### config.mk
export PLATFORM = sky130hd
export DESIGN_NAME = wb_regfile
export DESIGN_NICKNAME = d
export VERILOG_FILES = /design/src/rtl/wb_regfile.sv
export SDC_FILE = /design/constraint.sdc
export NUM_CORES = 2
export LEC_CHECK = 0
export ABC_AREA = 1
export CAP_MARGIN = 20
export CELL_PAD_IN_SITES_DETAIL_PLACEMENT = 2
export CELL_PAD_IN_SITES_GLOBAL_PLACEMENT = 2
export CORE_MARGIN = 1
export CORE_UTILIZATION = 37
export DETAILED_ROUTE_END_ITERATION = 8
export GPL_TIMING_DRIVEN = 0
export PLACE_DENSITY_LB_ADDON = 0.1
export SLEW_MARGIN = 20
export SYNTH_ARGS = -nofsm -noshare
export SYNTH_HDL_FRONTEND = slang
export SYNTH_SLANG_ARGS = --single-unit
### constraint.sdc
create_clock -name clk -period 117.7 [get_ports clk]
set_clock_uncertainty 0.1 [all_clocks]
set_input_delay 29.425 -clock clk [delete_from_list [all_inputs] [get_ports clk]]
set_output_delay 29.425 -clock clk [all_outputs]
set_load 0.1 [all_outputs]
### src/rtl/wb_regfile.sv
// wb_regfile: writeback-stage result mux, 31-entry register file and
// retired-instruction counter.
// Optional build macro WB_BYPASS_EN: forwards the WB result straight to the
// decode read ports when the same register is written and read in one cycle.
module wb_regfile #(
    parameter int XLEN = 32
) (
    input  logic            clk,
    input  logic            reset,
    input  logic            RegWriteW,
    input  logic [1:0]      ResultSrcW,
    input  logic            ValidW,
    input  logic [XLEN-1:0] ALUResultW,
    input  logic [XLEN-1:0] ReadDataW,
    input  logic [XLEN-1:0] PCPlus4W,
    input  logic [4:0]      RdW,
    input  logic [4:0]      Rs1D,
    input  logic [4:0]      Rs2D,
    output logic [XLEN-1:0] RD1D,
    output logic [XLEN-1:0] RD2D,
    output logic [XLEN-1:0] ResultW,
    output logic [63:0]     InstretW
);

    // x0 is hardwired to zero, so only x1..x31 have storage
    logic [XLEN-1:0] rf_q [1:31];
    logic [XLEN-1:0] rf_d [1:31];
    logic [63:0]     instret_q;
    logic [63:0]     instret_d;
    logic            wr_en;

    // Writeback result select; the reserved encoding yields zero
    always_comb begin
        case (ResultSrcW)
            2'b00:   ResultW = ALUResultW;
            2'b01:   ResultW = ReadDataW;
            2'b10:   ResultW = PCPlus4W;
            default: ResultW = '0;
        endcase
    end

    // Bubbles and writes to x0 never touch the array
    assign wr_en = RegWriteW & ValidW & (RdW != 5'd0);

    // Next-state: one register update and the retire count (wraps naturally)
    always_comb begin
        rf_d = rf_q;
        if (wr_en) rf_d[RdW] = ResultW;
        instret_d = instret_q + {63'd0, ValidW};
    end

    // State update; reset clears everything without waiting for a clock
    always_ff @(posedge clk or posedge reset) begin
        if (reset) begin
            for (int i = 1; i < 32; i++) rf_q[i] <= '0;
            instret_q <= '0;
        end else begin
            rf_q      <= rf_d;
            instret_q <= instret_d;
        end
    end

    // Decode read port 1: stored value, optionally bypassed from WB
    always_comb begin
        RD1D = '0;
        if (Rs1D != 5'd0) RD1D = rf_q[Rs1D];
`ifdef WB_BYPASS_EN
        if (wr_en && (RdW == Rs1D)) RD1D = ResultW;
`endif
    end

    // Decode read port 2: stored value, optionally bypassed from WB
    always_comb begin
        RD2D = '0;
        if (Rs2D != 5'd0) RD2D = rf_q[Rs2D];
`ifdef WB_BYPASS_EN
        if (wr_en && (RdW == Rs2D)) RD2D = ResultW;
`endif
    end

    assign InstretW = instret_q;

endmodule

### Word level (Yosys, flattened, before mapping)

Cells that the tools add are included.

* flip-flop bits (word level): 1056
* word-level logic and storage cells: 61

* $add $sub $neg: 1
* magnitude comparators: 4
* eq/ne operators: 2
* mux-type cells: 12
* bitwise operators: 5
* reduce and logical (&&, ||, !) cells: 5

Operators by type and width (number)
* bitwise mux 992 bit: 1
* binary-select mux 32 bit (select 5 bit): 2
* two-way mux 32 bit: 7
* demux 32 bit (select 5 bit): 1
* one-hot mux 32 bit (3 select lines): 1
* adder 64 x 1 -> 64 bit: 1
* greater-or-equal comparator 6 bit, second input constant: 3
* NOT 5 -> 6 bit: 3
* nonzero test 5 bit: 3
* less-than comparator 6 x 1 -> 1 bit, second input constant: 1
* AND 1 bit: 2
* equality test 2 x 1 -> 1 bit, second input constant: 1
* equality test 2 bit, second input constant: 1
* zero test 2 bit: 1
* logical AND 1 bit: 1

### Longest topological paths before layout

* depth after elaboration: 6
* mapped depth: 12
* mapped depth without buffers: 10

### Least setup slack after synthesis

Ideal clock, no wire load.

* path type: input-to-output
* start: input Rs2D[0]
* end: output RD2D[25]
* data arrival time: 31.314 ns
* required time: 88.175 ns
* path slack: 56.861 ns
* cell stages on the path: 10
* path buffers: 4
* cell sequence: clkbuf_1 -> buf_2 -> clkbuf_1 -> buf_1 -> nor2_1 -> a21oi_1 -> nand3_1 -> nand3_1 -> nand3_1 -> nand2_1

* longest elaborated chain between the ends: 5
* elaborated cells between the ends (all ways): 6

Ends and longest elaborated chain
* start, declared: line 18 `input logic [4:0] Rs2D,`
* NOT 5 -> 6 bit (implied by the code): line 75 `if (Rs2D != 5'd0) RD2D = rf_q[Rs2D];`
* binary-select mux 32 bit (select 5 bit): line 75
* two-way mux 32 bit (implied by the code) (2 in a row): line 75
* two-way mux 32 bit *: line 75
* end, declared: line 20 `output logic [XLEN-1:0] RD2D,`

Mark *: on every way between the ends. The rest lies on a longest branch, timed or not. The select of a mux whose other input is x is not followed.

### Final worst setup path

* start: input ResultSrcW[1]
* end: output ResultW[7]

* longest elaborated chain between the ends: 2
* elaborated cells between the ends (all ways): 4

Ends and longest elaborated chain
* start, declared: line 11 `input logic [1:0] ResultSrcW,`
* equality test 2 bit (tied with other cells): line 34 `case (ResultSrcW)`
* one-hot mux 32 bit (3 select lines) *: line 34
* end, declared: line 21 `output logic [XLEN-1:0] ResultW,`

Mark *: on every way between the ends. The rest lies on a longest branch, timed or not.

==> flow_summary.toml <==
[flow_run]
maxCapViolCount = 0

[setup_path]
cp-end-kind = "primary output"
crit_required_ns = 88.18
r2r-start = "InstretW[0]"
crit-reg2reg-capture = "InstretW[62]"
r2r_cells = 9
arrival_ns = 35.10
rrSetupSlack_ns = 114.57
cp_max_fo = 10
endpoint = "ResultW[7]"
worstSetupPathType = "input port to primary output"
cp-start-kind = "input port"
crit_start = "ResultSrcW[1]"

[die]
start_util_pct = 37.4
chipHeight_um = 411
rows = 149
core_um2 = 165000
io_pins = 277
dieArea_um2 = 169000
dieWidth_um = 411

[sta]
maxSlewHeadroom_pct = 11.3
rsz0062_at_grt = "false"
period_minus_slack_ns = 64.62
slew_violations = 0
timing_worst_slew_pin_value_ns = 1.33
setup_viol_count_final = 0
setup_tns_ns = 0
timing.final.ws_setup_ns = 53.08
hold_viol = 0
fmax_ghz = 0.0155
min_period_over_period_pct = 54.9

[layout]
nets = 9873
design_area_um2 = 72300
fillers = 19929
most-common-layout-cells = "3456 x nand2_1, 1571 x nand3_1, 1056 x dfrtp_1, 832 x inv_1, 644 x o21ai_0"
drive_gt1_share_pct = 5.00
syn_to_final_growth_pct = 17.1
final_common_cell = "nand2_1"

[cts]
postCtsHoldBufs = 0
insertion_delay_ns = 0.83
cts_num_sinks = 1056
cts_tree = "yes"
cts-buffers-inserted = 135
path_clk_slew_ns = 0.05
cts_resized = 0
htreeDepth = 4
post_cts_buffers = 0
clockBufferDepth = 3
clock_tree.root_cell = "clkbuf_16"

[min_path]
hp-class = "flop to flop"

[global_route]
overflow = 0
grt_pass1_vias = 77822
grt_max_degree = 97
grt_usage_pct = 47.7
grt_pass1_wl_um = 573000
antenna_found_initial = 29

[synth]
synth.area.top_cells = "dfrtp_1 43%, nand2_1 21%, nand3_1 13%"
yosys_warnings = 0
syn_area_um2 = 61800
synth_top_cell_by_area = "dfrtp_1"
synth-seq-cells = 1056
netlist_instances = 9322
ys_seq_area_share_pct = 42.8
yosysTopAreaCellShare_pct = 42.8
synth.net_count = 9441
yosysUniqueCellTypes = 31
avgSynthCellArea_um2 = 6.63

[placed_design]
post-place-ws_ns = 53.06
gp_congestion = 1.02
dp_hpwl_um = 313000
io_buffers = 270
dpl_cell_area_um2 = 67800

[routing]
dr.pass1.iters = 9
drt_iter0_markers = 8024
drc = 24
wl_per_cell_um = 34.1
vias_per_cell = 6.15
ant_nets = 0
vias = 74235
routed_wl_um = 412000

[status]
violations = "DRC"
status = "finished with violations"

[power]
p_per_area_nw_per_um2 = 16.5
irDropWorstVdd_v = 0.0000187
p_leak_nw = 34.1
-- synthesized netlist by cell type (all sizes together) --
library cell,count
a21oi,256
and2,5
buf,255
clkbuf,481
clkinv,1
dfrtp,1056
ha,2
inv,840
nand2,3459
nand3,1572
nand3b,8
nand4,6
nor2,295
nor2b,1
nor3,8
o211ai,16
o21ai,1000
o22ai,15
xnor2,29
xor2,17
-- flip-flops by register name, indices dropped and copies added (netlist names) --
signal / count
rf_q: 992
InstretW: 64
-- stage by stage --
step / cells / power [mW] / util, % / hold WS, ns
2_1_floorplan: 9322 / 0.623 / - / 0.342
3_3_place_gp: 11781 / 0.730 / 40.7 / 0.364
3_5_place_dp: 11803 / 0.746 / 41.0 / 0.373
4_1_cts: 12041 / 1.18 / 43.7 / 0.388
5_1_grt: 12049 / 1.22 / 43.7 / 0.405
6_report: 12065 / 1.20 / 43.7 / 0.382
-- cells by family after synthesis --
| kind of cell | after synthesis | synth area share (%) |
|---|---|---|
| compound gates | 1287 | 10.5 |
| simple gates | 5354 | 36.0 |
| fa+ha+maj | 2 | 0.0405 |
| flops | 1056 | 42.8 |
| xor+xnor | 46 | 0.652 |
| buf+inv | 1577 | 9.97 |
-- power breakdown --
| group | total (mW) | internal [mW] | switching [mW] |
|---|---|---|---|
| clock network | 0.438 | 0.250 | 0.188 |
| logic | 0.310 | 0.0725 | 0.238 |
| registers | 0.447 | 0.418 | 0.0296 |
| total | 1.20 | 0.741 | 0.455 |
-- routing by layer --
layer  global-route usage [%]  share of wire [%]  vias to the layer above
li1                         -                  -                    30487
met1                     58.1                 39                    38092
met2                     73.0                 44                     4167
met3                     13.3                9.9                     1467
met4                     33.3                7.7                       22
met5                        0              0.032                        -
-- area by class of cell --
type,count,area [um2],share of cell area (%)
inverters,841,3170,4.38
well taps,2189,2740,3.79
flip-flops and latches,1056,26400,36.5
clock inverters,38,490,0.678
plain buffers,736,3060,4.23
repair buffers,295,3270,4.52
diodes,21,52.6,0.0726
clock buffers,200,3920,5.42
multi-input cells,6689,29200,40.4
-- worst min-delay path by stage --
stage	start	to	slack (ns)	cells after the start
floorplan	rf_q[871]	rf_q[871]	0.34	2
global placement	rf_q[871]	rf_q[871]	0.36	2
detailed placement	rf_q[884]	rf_q[884]	0.37	2
CTS	rf_q[523]	rf_q[523]	0.39	2
global route	rf_q[523]	rf_q[523]	0.41	2
finish	rf_q[523]	rf_q[523]	0.38	2
-- critical path, cell delays in order --
cell	delay [ns]
clkdlybuf4s50_1	0.54
inv_1	0.06
nand2_1	0.74
clkinv_2	0.93
buf_2	0.65
nand2_1	0.15
nand3_1	0.88
clkbuf_1	0.47
buf_6	0.23
clkdlybuf4s50_1	0.98
(Power assumes the default switching activity.)
